## config.mk

```make
export PLATFORM = sky130hd
export DESIGN_NAME = rv32i_decoder
export DESIGN_NICKNAME = d
export VERILOG_FILES = /design/src/rtl/rv32i_decoder.sv
export SDC_FILE = /design/constraint.sdc
export NUM_CORES = 1
export LEC_CHECK = 0
export CORE_MARGIN = 2
export CORE_UTILIZATION = 27
export DETAILED_ROUTE_END_ITERATION = 16
export GPL_TIMING_DRIVEN = 0
export PLACE_DENSITY = 0.83
export SLEW_MARGIN = 20
export SYNTH_ARGS = -nofsm -noshare
export SYNTH_HDL_FRONTEND = slang
export SYNTH_SLANG_ARGS = --single-unit
```

## constraint.sdc

```tcl
create_clock -name vclk -period 1.1
set_input_delay 0.11 -clock vclk [all_inputs]
set_output_delay 0.11 -clock vclk [all_outputs]
set_load 0.1 [all_outputs]
```

## src/rtl/rv32i_decoder.sv

```systemverilog
// RV32I control decoder for the single-cycle core.
// Purely combinational; reset forces the safe control vector.
module rv32i_decoder (
  input  logic        clk,
  input  logic        reset,
  input  logic [31:0] instruction,
  input  logic        equal,
  input  logic        less_than,
  input  logic        less_than_unsigned,
  output logic        pc_src,
  output logic        pc_target_src,
  output logic [1:0]  result_src,
  output logic        mem_write,
  output logic [2:0]  mem_width,
  output logic [3:0]  alu_control,
  output logic        alu_src,
  output logic [1:0]  immediate_control,
  output logic        reg_write
);

  localparam logic [6:0] OP_R      = 7'b0110011;
  localparam logic [6:0] OP_I      = 7'b0010011;
  localparam logic [6:0] OP_LOAD   = 7'b0000011;
  localparam logic [6:0] OP_STORE  = 7'b0100011;
  localparam logic [6:0] OP_BRANCH = 7'b1100011;
  localparam logic [6:0] OP_JAL    = 7'b1101111;
  localparam logic [6:0] OP_JALR   = 7'b1100111;
  localparam logic [6:0] OP_LUI    = 7'b0110111;
  localparam logic [6:0] OP_AUIPC  = 7'b0010111;

  localparam logic [3:0] ALU_ADD  = 4'b0000;
  localparam logic [3:0] ALU_SUB  = 4'b1000;
  localparam logic [3:0] ALU_PASS = 4'b1111;

  localparam logic [1:0] IMM_I  = 2'b00;
  localparam logic [1:0] IMM_S  = 2'b01;
  localparam logic [1:0] IMM_B  = 2'b10;
  localparam logic [1:0] IMM_UJ = 2'b11;

  localparam logic [1:0] RES_ALU  = 2'b00;
  localparam logic [1:0] RES_MEM  = 2'b01;
  localparam logic [1:0] RES_PC4  = 2'b10;
  localparam logic [1:0] RES_TGT  = 2'b11;

  logic [6:0] w_opcode;
  logic [2:0] w_funct3;
  logic       w_f7b5;
  logic       w_taken;
  logic       w_unused;

  assign w_opcode = instruction[6:0];
  assign w_funct3 = instruction[14:12];
  assign w_f7b5   = instruction[30];
  assign w_unused = ^{clk, instruction};

  always_comb begin
    w_taken = 1'b0;
    case (w_funct3)
      3'b000:  w_taken = equal;
      3'b001:  w_taken = ~equal;
      3'b100:  w_taken = less_than;
      3'b101:  w_taken = ~less_than;
      3'b110:  w_taken = less_than_unsigned;
      3'b111:  w_taken = ~less_than_unsigned;
      default: w_taken = 1'b0;
    endcase
  end

  always_comb begin
    pc_src            = 1'b0;
    pc_target_src     = 1'b0;
    result_src        = RES_ALU;
    mem_write         = 1'b0;
    mem_width         = 3'b010;
    alu_control       = ALU_ADD;
    alu_src           = 1'b0;
    immediate_control = IMM_I;
    reg_write         = 1'b0;
    if (!reset) begin
      case (w_opcode)
        OP_R: begin
          reg_write   = 1'b1;
          alu_control = {w_f7b5 & (w_funct3 == 3'b000 || w_funct3 == 3'b101),
                         w_funct3};
        end
        OP_I: begin
          reg_write   = 1'b1;
          alu_src     = 1'b1;
          // only shifts use bit 30; ADDI must never become SUB
          alu_control = {w_f7b5 & (w_funct3 == 3'b101), w_funct3};
        end
        OP_LOAD: begin
          reg_write  = 1'b1;
          alu_src    = 1'b1;
          result_src = RES_MEM;
          mem_width  = w_funct3;
        end
        OP_STORE: begin
          mem_write         = 1'b1;
          alu_src           = 1'b1;
          immediate_control = IMM_S;
          mem_width         = w_funct3;
        end
        OP_BRANCH: begin
          immediate_control = IMM_B;
          alu_control       = ALU_SUB;
          pc_src            = w_taken;
        end
        OP_JAL: begin
          pc_src            = 1'b1;
          immediate_control = IMM_UJ;
          result_src        = RES_PC4;
          reg_write         = 1'b1;
        end
        OP_JALR: begin
          pc_src        = 1'b1;
          pc_target_src = 1'b1;
          alu_src       = 1'b1;
          result_src    = RES_PC4;
          reg_write     = 1'b1;
        end
        OP_LUI: begin
          reg_write         = 1'b1;
          alu_src           = 1'b1;
          immediate_control = IMM_UJ;
          alu_control       = ALU_PASS;
        end
        OP_AUIPC: begin
          reg_write         = 1'b1;
          immediate_control = IMM_UJ;
          result_src        = RES_TGT;
        end
        default: ;
      endcase
    end
  end

endmodule

```

; Yosys cells after proc, flatten, opt, wreduce, memory -nomap -nowiden
; Cells that the tools add are included.
[word_totals]
elab_cells = 45
output_inout_bits = 16
ff_bits = 0
[classes]
muxes = 19
n_eq_ne = 14
n_bitwise = 5
n_reduce_logical = 7
[op_table]
columns = op, count
row1 = $eq 7x6->1 const B, 3
row2 = $eq 7x7->1 const B, 3
row3 = $pmux 4 s4, 1
row4 = $eq 7x5->1 const B, 2
row5 = $eq 3x3->1 const B, 4
row6 = $pmux 2 s3, 2
row7 = $mux 1, 9
row8 = $eq 7x2->1 const B, 1
row9 = $reduce_or 7->1, 1
row10 = $mux 3, 2
row11 = $pmux 1 s6, 1
row12 = $reduce_or 5->1, 1
row13 = $mux 2, 2
row14 = $mux 4, 1
row15 = $reduce_or 2->1, 2
row16 = $eq 3x1->1 const B, 1
row17 = $logic_not 3->1, 1
row18 = $not 1->1, 3
row19 = $reduce_or 3->1, 1
row20 = $and 1x1->1, 2
row21 = $pmux 1 s2, 1
row22 = $logic_or 1x1->1, 1

; Depth between registers and ports, before layout
[logic_depth]
word_depth = 5
ltp_mapped = 4
mapped_depth_nobuf = 3

; Worst setup path before layout
; Ideal clock, no wire load.
[synth_timing]
path_type = input to output
start = in instruction[2]
end = out mem_write
stages = 3
arrival_ns = 2.726
path_slack_ns = -1.736
cell_sequence = clkbuf_1 -> nor3b_1 -> nor3b_1
[synth_between]
elab_chain_len = 3
[synth_lines]
columns = element, line_no
row1 = from (decl), 6  ; input logic [31:0] instruction,
row2 = $eq 7x6->1, 80  ; case (w_opcode)
row3 = $mux 1, 80
row4 = $mux 1, 79  ; if (!reset) begin
row5 = to (decl), 13  ; output logic mem_write,
; No other way between the ends.

; Final worst setup path
[layout_timing]
start = in instruction[14]
end = out alu_control[3]
[layout_between]
elab_chain_len = 5
elab_cells_between_ends = 7
classes_between = 1 x eq/ne / 2 x mux / 2 x bitwise / 2 x reduce/logical
[layout_lines]
columns = element, line_no
row1 = $eq 3x3->1 / $logic_not 3->1 (equally long branches), "83, 90"
row2 = $logic_or 1x1->1, 83  ; alu_control = {w_f7b5 & (w_funct3 == 3'b000 || w_funct3 == 3'b101),
row3 = $and 1x1->1, 83
row4 = $pmux 4 s4 (*), 80
row5 = $mux 4 (*), 79
row6 = to (decl), 15  ; output logic [3:0] alu_control,
; Every way passes the cells marked *; elsewhere a longest branch is shown, timed or not.

==> flow_metrics.env <==
export IMPL_grt_pass1_vias=747
export IMPL_cap_violations=0
export IMPL_holdCritPathClass="primary input to primary output"
export IMPL_cts_hold_buffers=0
export IMPL_io_buffers=30
export IMPL_synth_top_cell_by_area="a21oi_1"
export IMPL_hold_violations=0
export IMPL_synthMuxAreaShare=0.0466
export IMPL_fmax_ghz=0.703
export IMPL_dieArea_um2=1920
export IMPL_rows=14
export IMPL_relSlewSlack=0.739
export IMPL_gp_congestion=0.791
export IMPL_avgSynthCellArea_um2=6.50
export IMPL_p_per_area_nw_per_um2=296
export IMPL_grt_use_met1=0.248
export IMPL_ys_types=27
export IMPL_ant_nets=0
export IMPL_grtUsageTotal=0.248
export IMPL_areaGrowthSynthToFinish_pct=238
export IMPL_drv_slew=0
export IMPL_synth_top_family_by_area="simple AND/OR/NAND/NOR gates"
export IMPL_criticalPathCategory="primary input to primary output"
export IMPL_worst_pin_slew_ps=388
export IMPL_crit_path_max_fanout=2
export IMPL_globalRouteOverflowTotal=0
export IMPL_wl_per_cell_um=23.4
export IMPL_synth_yosys_seq_area_share=0
export IMPL_ys_warn_count=0
export IMPL_syn_area_um2=429
export IMPL_synth_fa_ha_area_frac=0
export IMPL_register_area_um2=0
export IMPL_dr_first_iter_drc_count=17
export IMPL_cp_arrival_ps=1310
export IMPL_worst_setup_path_start_kind="primary input"
export IMPL_layout_min_cycle_time_ps=1420
export IMPL_crit_path_end_kind="primary output"
export IMPL_grt_pass1_wl_mm=3.56
export IMPL_busiest_layer="met2"
export IMPL_worst_slack_ps=-323
export IMPL_grt_use_met3=0.0333
export IMPL_antenna_found_initial=0
export IMPL_use_met2=0.521
export IMPL_die_height_um=43.9
export IMPL_synth_top_cell_area_share=0.105
export IMPL_ir_drop_v=0.000249
export IMPL_synth_compound_area_frac=0.219
export IMPL_pre_cts_ws_ps=-1890
export IMPL_ios=53
export IMPL_multi_input_area_um2=684
export IMPL_syn_inst=66
export IMPL_drive_gt1_frac=0.750
export IMPL_timing_final_crit_share=1.29
export IMPL_flops_and_latches=0
export IMPL_worstPathRequired_ps=990
export IMPL_core_area_um2=1510
export IMPL_nets=155
export IMPL_synth_xor_area_frac=0.0408
export IMPL_leakage_uw=0.000536
export IMPL_status="finished, violations left"
export IMPL_finalSetupViolCount=16
export IMPL_routed_via_density=6.18
export IMPL_finish_utilization=0.963
export IMPL_fillCellCount=30
export IMPL_die_w_um=43.9
export IMPL_yosys_area_share_simple=0.641
export IMPL_violations="negative setup slack"
export IMPL_synth_area_top_cells="a21oi_1, nand2b_1, nand4bb_4, and2_1, nor2_1"
export IMPL_drtPass1Iterations=4
export IMPL_drc=0
export IMPL_rsz0062_at_grt="yes"
export IMPL_start_util=0.285
export IMPL_n_clock_buffer=0
export IMPL_wirelength_mm=3.09
export IMPL_vias=816
export IMPL_synthesis_nets=103
export IMPL_dp_hpwl_mm=1.29
export IMPL_antennaDiodeCount=0
export IMPL_grt_max_degree=11
[Yosys cell counts]
cell       instances
clkbuf_1           2
nand2_1            3
or3b_4             1
a31oi_1            2
nand4b_1           2
nand3_1            2
nor3b_1            3
a21oi_1            9
nand2b_1           6
buf_2              3
and4b_1            1
nand4bb_4          1
xor2_1             2
mux2i_1            2
nand4_1            2
and2_1             4
nor3_1             1
or2b_1             2
nor4_1             1
nand4bb_1          1
o21ai_0            4
a211o_1            1
a211oi_1           1
nor2_1             6
and3b_1            1
nor2b_1            2
or3b_1             1
[cells by family (layout without fill, tap and decap cells)]
kind of cell	count (synthesis)	in the layout
multiplexers	2	2
XOR/XNOR	2	2
buffers and inverters	5	55
AND/OR/NAND/NOR	40	40
AO/OA/AOI/OAI	17	17
[per-stage QoR]
stage / total power [µW] / cells / hold WS [ps] / instance area, µm² / setup TNS [ps]
floorplan: 185 / 66 / 314 / 678 / -3810
global placement: 279 / 112 / 1470 / 998 / -25140
detailed placement: 285 / 112 / 1470 / 998 / -25390
CTS: 336 / 121 / 600 / 1280 / -1750
global route: 442 / 132 / 639 / 1450 / -3230
finish: 429 / 132 / 630 / 1450 / -2670
[cell type report]
class / instances / share of cell area
timing repair buffer: 50 / 0.456
multi-input combinational: 61 / 0.472
tap: 16 / 0.0138
buffer: 5 / 0.0587
[cell usage in the layout (no fill, tap or decap), types with 2 or more instances in the layout]
cell type and n:
buf_2 2, buf_6 9, nand2b_1 4, nand2_1 3, a31oi_2 2, a21oi_4 9, or2b_1 2, nand4_1 2
buf_8 7, buf_12 18, buf_4 12, nor2_4 5, nor3b_4 2, clkdlybuf4s15_1 2, xor2_1 2, dlygate4sd2_1 2
mux2i_1 2, nand4b_1 2, o21ai_4 2, and2_4 4
[power by group]
part           total [µW]  leakage [µW]  switching [µW]  internal (µW)
registers               0             0               0              0
logic                 429      0.000536             220            209
clock network           0             0               0              0
[worst paths after layout]
path,to,cells past startpoint,startpoint
worst min-delay path,mem_width[0],3,instruction[12]
worst max-delay path,alu_control[3],5,instruction[14]
[worst max-delay path, stage by stage]
cell and delay [ps]:
buf_8 100, or3b_1 410, a211o_1 340, a21oi_4 170, buf_12 190
[routing by layer]
metal	part of all wire	wire length, µm
met1	0.35	1090
met3	0.053	163
met2	0.53	1630
met5	0	0
met4	0.063	194
[timing repair]
item	in CTS	in global routing
resized for setup	211	26
endpoints found under the setup margin	16	16
pin swaps	17	16
buffers inserted	9	11
Power figures use the tool's default switching activity.
